==> config.mk <==
export PLATFORM = sky130hd
export DESIGN_NAME = lookup_arbiter
export DESIGN_NICKNAME = d
export VERILOG_FILES = /design/src/rtl/lookup_arbiter.sv
export SDC_FILE = /design/constraint.sdc
export NUM_CORES = 1
export LEC_CHECK = 0
export CORE_UTILIZATION = 66
export DETAILED_ROUTE_END_ITERATION = 12
export DONT_BUFFER_PORTS = 1
export PLACE_DENSITY_LB_ADDON = 0.12
export SYNTH_ARGS = -nofsm -noshare
export SYNTH_HDL_FRONTEND = slang
export SYNTH_SLANG_ARGS = --single-unit
==> constraint.sdc <==
create_clock -name clk -period 6.9 [get_ports clk]
set_input_delay 1.38 -clock clk [delete_from_list [all_inputs] [get_ports clk]]
set_output_delay 1.38 -clock clk [all_outputs]
set_load 0.05 [all_outputs]
==> src/rtl/lookup_arbiter.sv <==
// Round-robin arbiter sharing one fixed-latency lookup table between NREQ requesters.
// A non-stalling tag pipeline routes each result back to its requester in grant order.
module lookup_arbiter #(
   parameter int NREQ = 4,
   parameter int AW   = 8,
   parameter int DW   = 8,
   parameter int LAT  = 2
) (
   input  logic               clk,
   input  logic               rst,
   input  logic               arb_en,
   input  logic [NREQ-1:0]    req,
   input  logic [NREQ*AW-1:0] addr,
   output logic [NREQ-1:0]    gnt,
   output logic               lk_en,
   output logic [AW-1:0]      lk_addr,
   input  logic [DW-1:0]      lk_data,
   output logic [NREQ-1:0]    rsp_valid,
   output logic [DW-1:0]      rsp_data,
   output logic               busy
);
   localparam int PW = $clog2(NREQ);
   localparam logic [PW:0]   NREQ_X = (PW+1)'(NREQ);
   localparam logic [PW-1:0] LAST   = PW'(NREQ-1);

   logic [PW-1:0] ptr_reg;
   logic [PW-1:0] sel_idx;
   logic          sel_found;
   logic [PW:0]   cand;
   logic          grant_ok;
   logic [AW-1:0] addr_arr [NREQ];

   logic [LAT:0]  tag_vld_reg;
   logic [PW-1:0] tag_idx_reg [LAT+1];

   generate
      for (genvar gi = 0; gi < NREQ; gi++) begin : g_req
         assign addr_arr[gi] = addr[gi*AW +: AW];
         assign gnt[gi]      = grant_ok && (sel_idx == PW'(gi));
      end
   endgenerate

   // Search starts at ptr and wraps, so the most recent winner has lowest priority.
   always_comb begin
      sel_idx   = '0;
      sel_found = 1'b0;
      cand      = '0;
      for (int k = 0; k < NREQ; k++) begin
         cand = {1'b0, ptr_reg} + (PW+1)'(k);
         if (cand >= NREQ_X) begin
            cand = cand - NREQ_X;
         end
         if (!sel_found && req[cand[PW-1:0]]) begin
            sel_found = 1'b1;
            sel_idx   = cand[PW-1:0];
         end
      end
   end

   assign grant_ok = sel_found && arb_en && !rst;

   always_ff @(posedge clk or posedge rst) begin
      if (rst) begin
         ptr_reg     <= '0;
         lk_en       <= 1'b0;
         lk_addr     <= '0;
         tag_vld_reg <= '0;
         for (int s = 0; s <= LAT; s++) begin
            tag_idx_reg[s] <= '0;
         end
         rsp_valid   <= '0;
         rsp_data    <= '0;
      end else begin
         if (grant_ok) begin
            ptr_reg <= (sel_idx == LAST) ? '0 : sel_idx + 1'b1;
            lk_addr <= addr_arr[sel_idx];
         end
         lk_en <= grant_ok;

         // Stage 0 lines up with lk_en; the last stage lines up with valid lk_data.
         tag_vld_reg    <= {tag_vld_reg[LAT-1:0], grant_ok};
         tag_idx_reg[0] <= sel_idx;
         for (int s = 1; s <= LAT; s++) begin
            tag_idx_reg[s] <= tag_idx_reg[s-1];
         end

         rsp_valid <= '0;
         if (tag_vld_reg[LAT]) begin
            rsp_valid[tag_idx_reg[LAT]] <= 1'b1;
            rsp_data                    <= lk_data;
         end
      end
   end

   assign busy = lk_en | (|tag_vld_reg) | (|rsp_valid);

endmodule

==> summary.txt, run 1 <==
Timing
  • Crit share post-route: 64.5%
  • Worst Tran Pin Value: around 0.9 ns
  • Slew Limit Headroom: between 40 and 50%
  • Fin crit period: 4.45 ns
  • Final setup margin: ~2.5 ns
  • Setup TNS Final: 0 ns
  • Worst Clk Skew: between 0.006 and 0.007 ns
  • Setup Viol. Count Final: 0
  • Max Transition Viols Final: 0
  • Maximum clock frequency: 225 MHz
  • RSZ-0062 raised after global routing: no
  • Final hold viol count: 0

Critical path
  • Endpoint class of the critical path: output port
  • Worst path max stage delay: just over 0.7 ns
  • WS Path Type: in2out
  • Crit-path cells: inv_1, buf_4, nand3_2, inv_2, nand2_2, nor2_1
  • Crit path DAT: between 3 and 4 ns
  • Top Family by Delay on Critical Path: simple AND/OR/NAND/NOR gates
  • Crit path max-delay cell type: nor2_1
  • CP Max Fanout: 32
  • Type of origin of the critical path: input port
  • Worst path required time: 5.52 ns
  • Buf/Inv on CP: 3

CTS
  • Reg clk slew, reported paths: approximately 0.090 ns
  • CTS tree: done
  • Setup bufs post-CTS: 0
  • CTS Buf Count: 5
  • Clock latency on the worst-skew pair: 0.31 ns
  • # hold bufs at CTS: 0
  • CTS max path bufs: 2
  • CTS Sinks: 31
  • Clock root cell: clkbuf_4
  • CTS resizes: 0
  • Htree depth: 2

Placed design
  • DP Worst Slack: roughly 2.4 ns
  • Post-DP HPWL: 2.14 mm
  • Placed insts: 148
  • Buffers on Ports: 0
  • RePlAce Congestion: 0.789

Power
  • Pwr/cell area: 372 nW/um^2
  • Leakage: 0.688 nW
  • Maximum vdd ir drop: 0.223 mV
  • Total power: a little under 0.0006 W

Die
  • IO Pins: 73
  • Width of the die: 49.7 microns
  • Initial core utilization: 73.5%
  • Die Area: ~2500 sq um
  • Die H: 49.7 microns
  • # rows: 16
  • CORE AREA: about 2000 sq um

Final layout
  • Share of layout cells above drive strength 1: 26.4%
  • Synthesis-to-layout area growth: 5.34%
  • Nets: 175
  • Diodes inserted: 0
  • Non-Filler Instances: about 160

Job
  • Number of max-cap violations: 0

Synth
  • Netlist cell types: 35
  • Async set or reset register ratio after synthesis: 100%
  • Sequential element share of the synthesized area: just over 50%
  • Mapped Area: 1500 sq um
  • Synthesized instance count: about 120
  • Biggest area consumer among synthesized cells: dfrtp_1
  • Post-Syn Nets: 170
  • Synth Warn #: 0
  • Most frequent cell after synthesis: dfrtp_1
  • Synth top area share: approximately half
  • Top cells by area, synth: dfrtp_1 52%, mux2_4 9.0%, mux2_2 6.0%, o221a_1 6.0%, nand3_1 5.3%
  • EDFF count, synth: 0
  • Register bit count reported by yosys: 31
  • Mapped Avg Cell Area: approximately 12 sq um
  • Ys flop type: dfrtp_1
  • Top post-synthesis cells by count: 31 x dfrtp_1, 16 x nand3_1, 9 x mux2_4

Global routing
  • Via count of the first global-routing pass: between 900 and 1,000
  • First-pass GRT wire length: 4.39 mm
  • Total track usage: 24.4%
  • Initial antenna violation count: 0
  • Largest net degree at the start of global routing: 33
  • Gr ovfl total: 0

Detailed routing
  • Post-DR vias/cell: 6.33
  • Drt first-iter violations: 17
  • DRC: 0
  • Final WL: 2.68 mm
  • DR WL/cell: roughly 17 microns
  • Pre-antenna DRT Iters: 5
  • Total number of vias: 988
  • Post-route ant nets: 0

Status
  • Status: finished, final reports clean

Min path
  • Min-Delay Path Class: reg2reg
layout make-up:
type	count	area, sq um
clock buffers	8	68.8
fillers	142	462
inverters	5	18.8
multi-input cells	82	661
flip-flops and latches	31	776
well taps	27	33.8
repair buffers	3	22.5
worst paths after layout:
check                          startpoint              to  slack, ns  depth (start not counted)
setup / recovery                      rst          gnt[2]       2.45                          6
hold / removal             tag_idx_reg[2]  tag_idx_reg[0]       0.35                          0
setup reg to reg               ptr_reg[1]      lk_addr[7]       5.02                          5
hold reg to reg            tag_idx_reg[2]  tag_idx_reg[0]       0.35                          0
max in group asynchronous             rst      lk_addr[6]       5.60                          2
min in group asynchronous             rst  tag_idx_reg[1]       1.02                          2
routing by layer:
layer  wire length (microns)  part of all wire [%]  vias up  GRT usage (%)
met4                      39                   1.5        0           12.9
met1                    1110                    41      457           28.5
met2                    1340                    50       62           41.9
met3                     194                   7.2        4           4.94
met5                       0                     0        -              0
li1                        -                     -      465              -
logic make-up (layout without fill, tap and decap cells):
family | after synthesis | count (layout) | synth area share, %
AO/OA/AOI/OAI | 24 | 24 | 12.3
AND/OR/NAND/NOR | 40 | 40 | 16.2
flip-flops | 31 | 31 | 51.7
XOR/XNOR | 1 | 1 | 0.584
multiplexers | 17 | 17 | 15.0
buffers and inverters | 10 | 16 | 4.25
power breakdown:
group / total (W) / leakage [nW] / switching (W) / internal [W]
Clock: 0.000114 / 0.0386 / 0.0000539 / 0.0000599
Sequential: 0.000346 / 0.367 / 0.000127 / 0.000219
Combinational: 0.000129 / 0.282 / 0.0000650 / 0.0000636
Total: 0.000588 / 0.688 / 0.000246 / 0.000343
worst reg2reg max path: stages (launching register included):
cell	delay (ns)
dfrtp_1	0.47
a21boi_1	0.20
o22a_1	0.43
nand2_8	0.15
mux2_4	0.32
o221a_1	0.21
metrics by stage:
| step | util, % | cell area (sq um) | hold WS (ns) |
|---|---|---|---|
| 5_1_grt | 77.4 | 1580 | 0.358 |
| 3_5_place_dp | 74.0 | 1510 | 0.336 |
| 6_report | 77.4 | 1580 | 0.353 |
| 3_3_place_gp | 74.0 | 1510 | 0.332 |
| 2_1_floorplan | - | 1500 | 0.331 |
| 4_1_cts | 77.4 | 1580 | 0.353 |
cell usage in the layout (no fill, tap or decap):
master     n
nand2_8    1
nor3_1     3
and2_2     1
o21ai_0    8
o22ai_1    1
nor2_1     4
o22a_1     1
clkbuf_1   1
inv_2      2
xnor2_1    1
mux2_4     9
inv_1      3
mux2_2     8
and3_1     2
o21bai_1   1
and2_1     1
nor3b_1    1
nand3_2    1
nand2_1    2
o221ai_1   1
clkbuf_8   2
nand2b_4   1
a21oi_1    3
nand3_1   16
clkbuf_4   5
nor4_1     1
or4_1      1
and3b_1    1
nor2b_1    2
dfrtp_1   31
buf_4      3
nand2_2    1
nand2b_1   1
a21boi_1   1
o221a_1    8
No activity file was read; power rests on OpenSTA's default activity.
==> inputs of run 2 (changes only) <==
--- a/config.mk
+++ b/config.mk
@@ -5,7 +5,7 @@
 export SDC_FILE = /design/constraint.sdc
 export NUM_CORES = 1
 export LEC_CHECK = 0
-export CORE_UTILIZATION = 66
+export CORE_UTILIZATION = 61
 export DETAILED_ROUTE_END_ITERATION = 12
 export DONT_BUFFER_PORTS = 1
 export PLACE_DENSITY_LB_ADDON = 0.12
==> constraint.sdc (replaced) <==
create_clock -name clk -period 4.2 [get_ports clk]
set_input_delay 0.84 -clock clk [delete_from_list [all_inputs] [get_ports clk]]
set_output_delay 0.84 -clock clk [all_outputs]
set_load 0.05 [all_outputs]
==> run 2 against run 1 <==
Cell count grew 1.3%. Via count shrank 2.9%. Global-route usage shrank 2.0 points. Core utilization shrank 7.5 points. Sequential share of layout area grew 0.16 points.
==> summary.txt, run 2 (same netlist as run 1, synthesis figures left out) <==
CTS
  • CTS max path bufs: 2 (unchanged)
  • CTS resizes: 0 (unchanged)
  • Reg clk slew, reported paths: 0.10 ns (about the same)
  • Htree depth: 2 (unchanged)
  • Clock latency on the worst-skew pair: 0.31 ns (about the same)
  • CTS Sinks: 31 (unchanged)
  • Setup bufs post-CTS: 0 (unchanged)
  • CTS tree: done
  • # hold bufs at CTS: 0 (unchanged)
  • Clock root cell: clkbuf_4
  • CTS Buf Count: 5 (unchanged)

Final layout
  • Nets: 176 (+0.57%)
  • Fillers: 172 (+21%)
  • Diodes inserted: 0 (unchanged)
  • Share of layout cells above drive strength 1: 26.9% (+0.57 points)
  • Commonest cells after routing, fill and taps aside: 31 x dfrtp_1, 16 x nand3_1, 9 x mux2_4
  • Synthesis-to-layout area growth: 5.00%
  • Most common cell after layout, fill and taps aside: dfrtp_1

Placed design
  • RePlAce Congestion: 0.716 (-9.2%)
  • Buffers on Ports: 0 (unchanged)
  • Post-DP HPWL: 2.10 mm (-1.7%)

Detailed routing
  • DRC: 0 (unchanged)
  • Pre-antenna DRT Iters: 4 (-1)
  • Final WL: 2.67 mm (-0.45%)
  • Post-DR vias/cell: 6.07 (-4.2%)
  • DR WL/cell: 16.9 microns (-1.7%)
  • Post-route ant nets: 0 (unchanged)
  • Total number of vias: 959 (-2.9%)
  • Drt first-iter violations: 6 (-11)

Global routing
  • Initial antenna violation count: 0 (unchanged)
  • Via count of the first global-routing pass: 946 (-2.4%)
  • First-pass GRT wire length: 4.12 mm (-6.1%)
  • Total track usage: 22.4% (-2.0 points)
  • Gr ovfl total: 0 (unchanged)
  • Largest net degree at the start of global routing: 32 (-3.0%)

Timing
  • Worst Tran Pin Value: 0.520 ns (-0.370 ns)
  • Crit share post-route: 73.0%
  • Fin crit period: 3.07 ns
  • RSZ-0062 raised after global routing: no
  • Final hold viol count: 0 (unchanged)
  • Max Transition Viols Final: 0 (unchanged)
  • Setup Viol. Count Final: 0 (unchanged)
  • Worst Clk Skew: 0.0155 ns (+0.00897 ns)
  • Setup TNS Final: 0 ns (unchanged)
  • Maximum clock frequency: ~330 MHz
  • Slew Limit Headroom: 65.3% (+25 points)

Die
  • Initial core utilization: 66.5% (-6.9 points)
  • Die Area: 2660 sq um (+7.9%)
  • IO Pins: 73 (unchanged)
  • Width of the die: 51.6 microns (+3.9%)
  • # rows: 17 (+1)
  • CORE AREA: 2250 sq um (+10%)
  • Die H: 51.6 microns (+3.9%)

Critical path
  • Top Family by Delay on Critical Path: simple AND/OR/NAND/NOR gates
  • Crit path DAT: 2.23 ns (-0.84 ns)
  • CP Max Fanout: 10 (-69%)
  • Type of origin of the critical path: input port
  • Crit path max-delay cell type: and3_1
  • Endpoint class of the critical path: output port
  • Worst path max stage delay: 0.48 ns (-0.23 ns)
  • Crit-path cells: a21boi_1, o22a_1, nand2_8, inv_2, and3_1
  • Worst path required time: 3.36 ns (-2.16 ns)
  • WS Path Type: in2out
  • Buf/Inv on CP: 1 (-2)

Power
  • Leakage: 0.685 nW (-0.49%)
  • Total power: 0.000935 W (+59%)
  • Pwr/cell area: 593 nW/um^2 (+59%)
  • Maximum vdd ir drop: 0.350 mV (+57%)

Job
  • Number of max-cap violations: 0 (unchanged)

Min path
  • Min-Delay Path Class: reg2reg

Status
  • Status: finished, final reports clean
==> run 2: changes by cell type in the layout (fill, tap and decap cells not counted) <==
| cell | delta |
|---|---|
| nor3_2 | +1 |
| clkbuf_8 | -2 |
| nor3_1 | -1 |
| clkbuf_1 | +1 |
| buf_4 | +1 |
| clkinv_2 | +1 |
==> run 2: path summary, 6_finish.rpt <==
| path | from | end | slack, ns | cells past startpoint |
|---|---|---|---|---|
| hold reg to reg | tag_idx_reg[3] | tag_idx_reg[1] | 0.35 | 0 |
| min in group asynchronous | rst | tag_idx_reg[5] | 0.56 | 2 |
| hold / removal | tag_idx_reg[3] | tag_idx_reg[1] | 0.35 | 0 |
| max in group asynchronous | rst | rsp_data[6] | 3.35 | 2 |
| setup reg to reg | ptr_reg[1] | lk_addr[1] | 2.32 | 5 |
| setup / recovery | req[1] | gnt[3] | 1.13 | 5 |
==> run 2: per-layer routing <==
layer	wire length, microns	GRT usage (%)	up-vias	share of wire [%]
met1	1030	23.9	440	39
li1	-	-	464	-
met3	227	7.02	4	8.5
met2	1360	38.3	51	51
met5	0	0	-	0
met4	49	13.5	0	1.8
==> run 2: area by class of cell <==
cell class	count	area, sq um	share of cell area, %
flip-flops and latches	31	776	49.2
inverters	5	18.8	1.19
clock buffers	7	45.0	2.86
well taps	28	35.0	2.22
repair buffers	4	30.0	1.91
multi-input cells	82	666	42.3
clock inverters	1	5.00	0.318
==> run 2: metrics by stage <==
stage	utilization (%)	hold WS [ns]	cell area (sq um)	std cells	setup WS, ns
floorplan	-	0.331	1500	123	0.469
global placement	67.6	0.332	1530	150	1.18
detailed placement	67.6	0.342	1530	150	1.13
CTS	69.9	0.358	1580	158	1.13
global route	69.9	0.368	1580	158	1.04
finish	69.9	0.349	1580	158	1.13
==> run 2: where the power goes <==
part / internal (W) / switching (W) / total (W)
Sequential: 0.000361 / 0.000205 / 0.000566
Clock: 0.0000652 / 0.0000894 / 0.000155
Combinational: 0.000106 / 0.000109 / 0.000214
Total: 0.000531 / 0.000403 / 0.000935
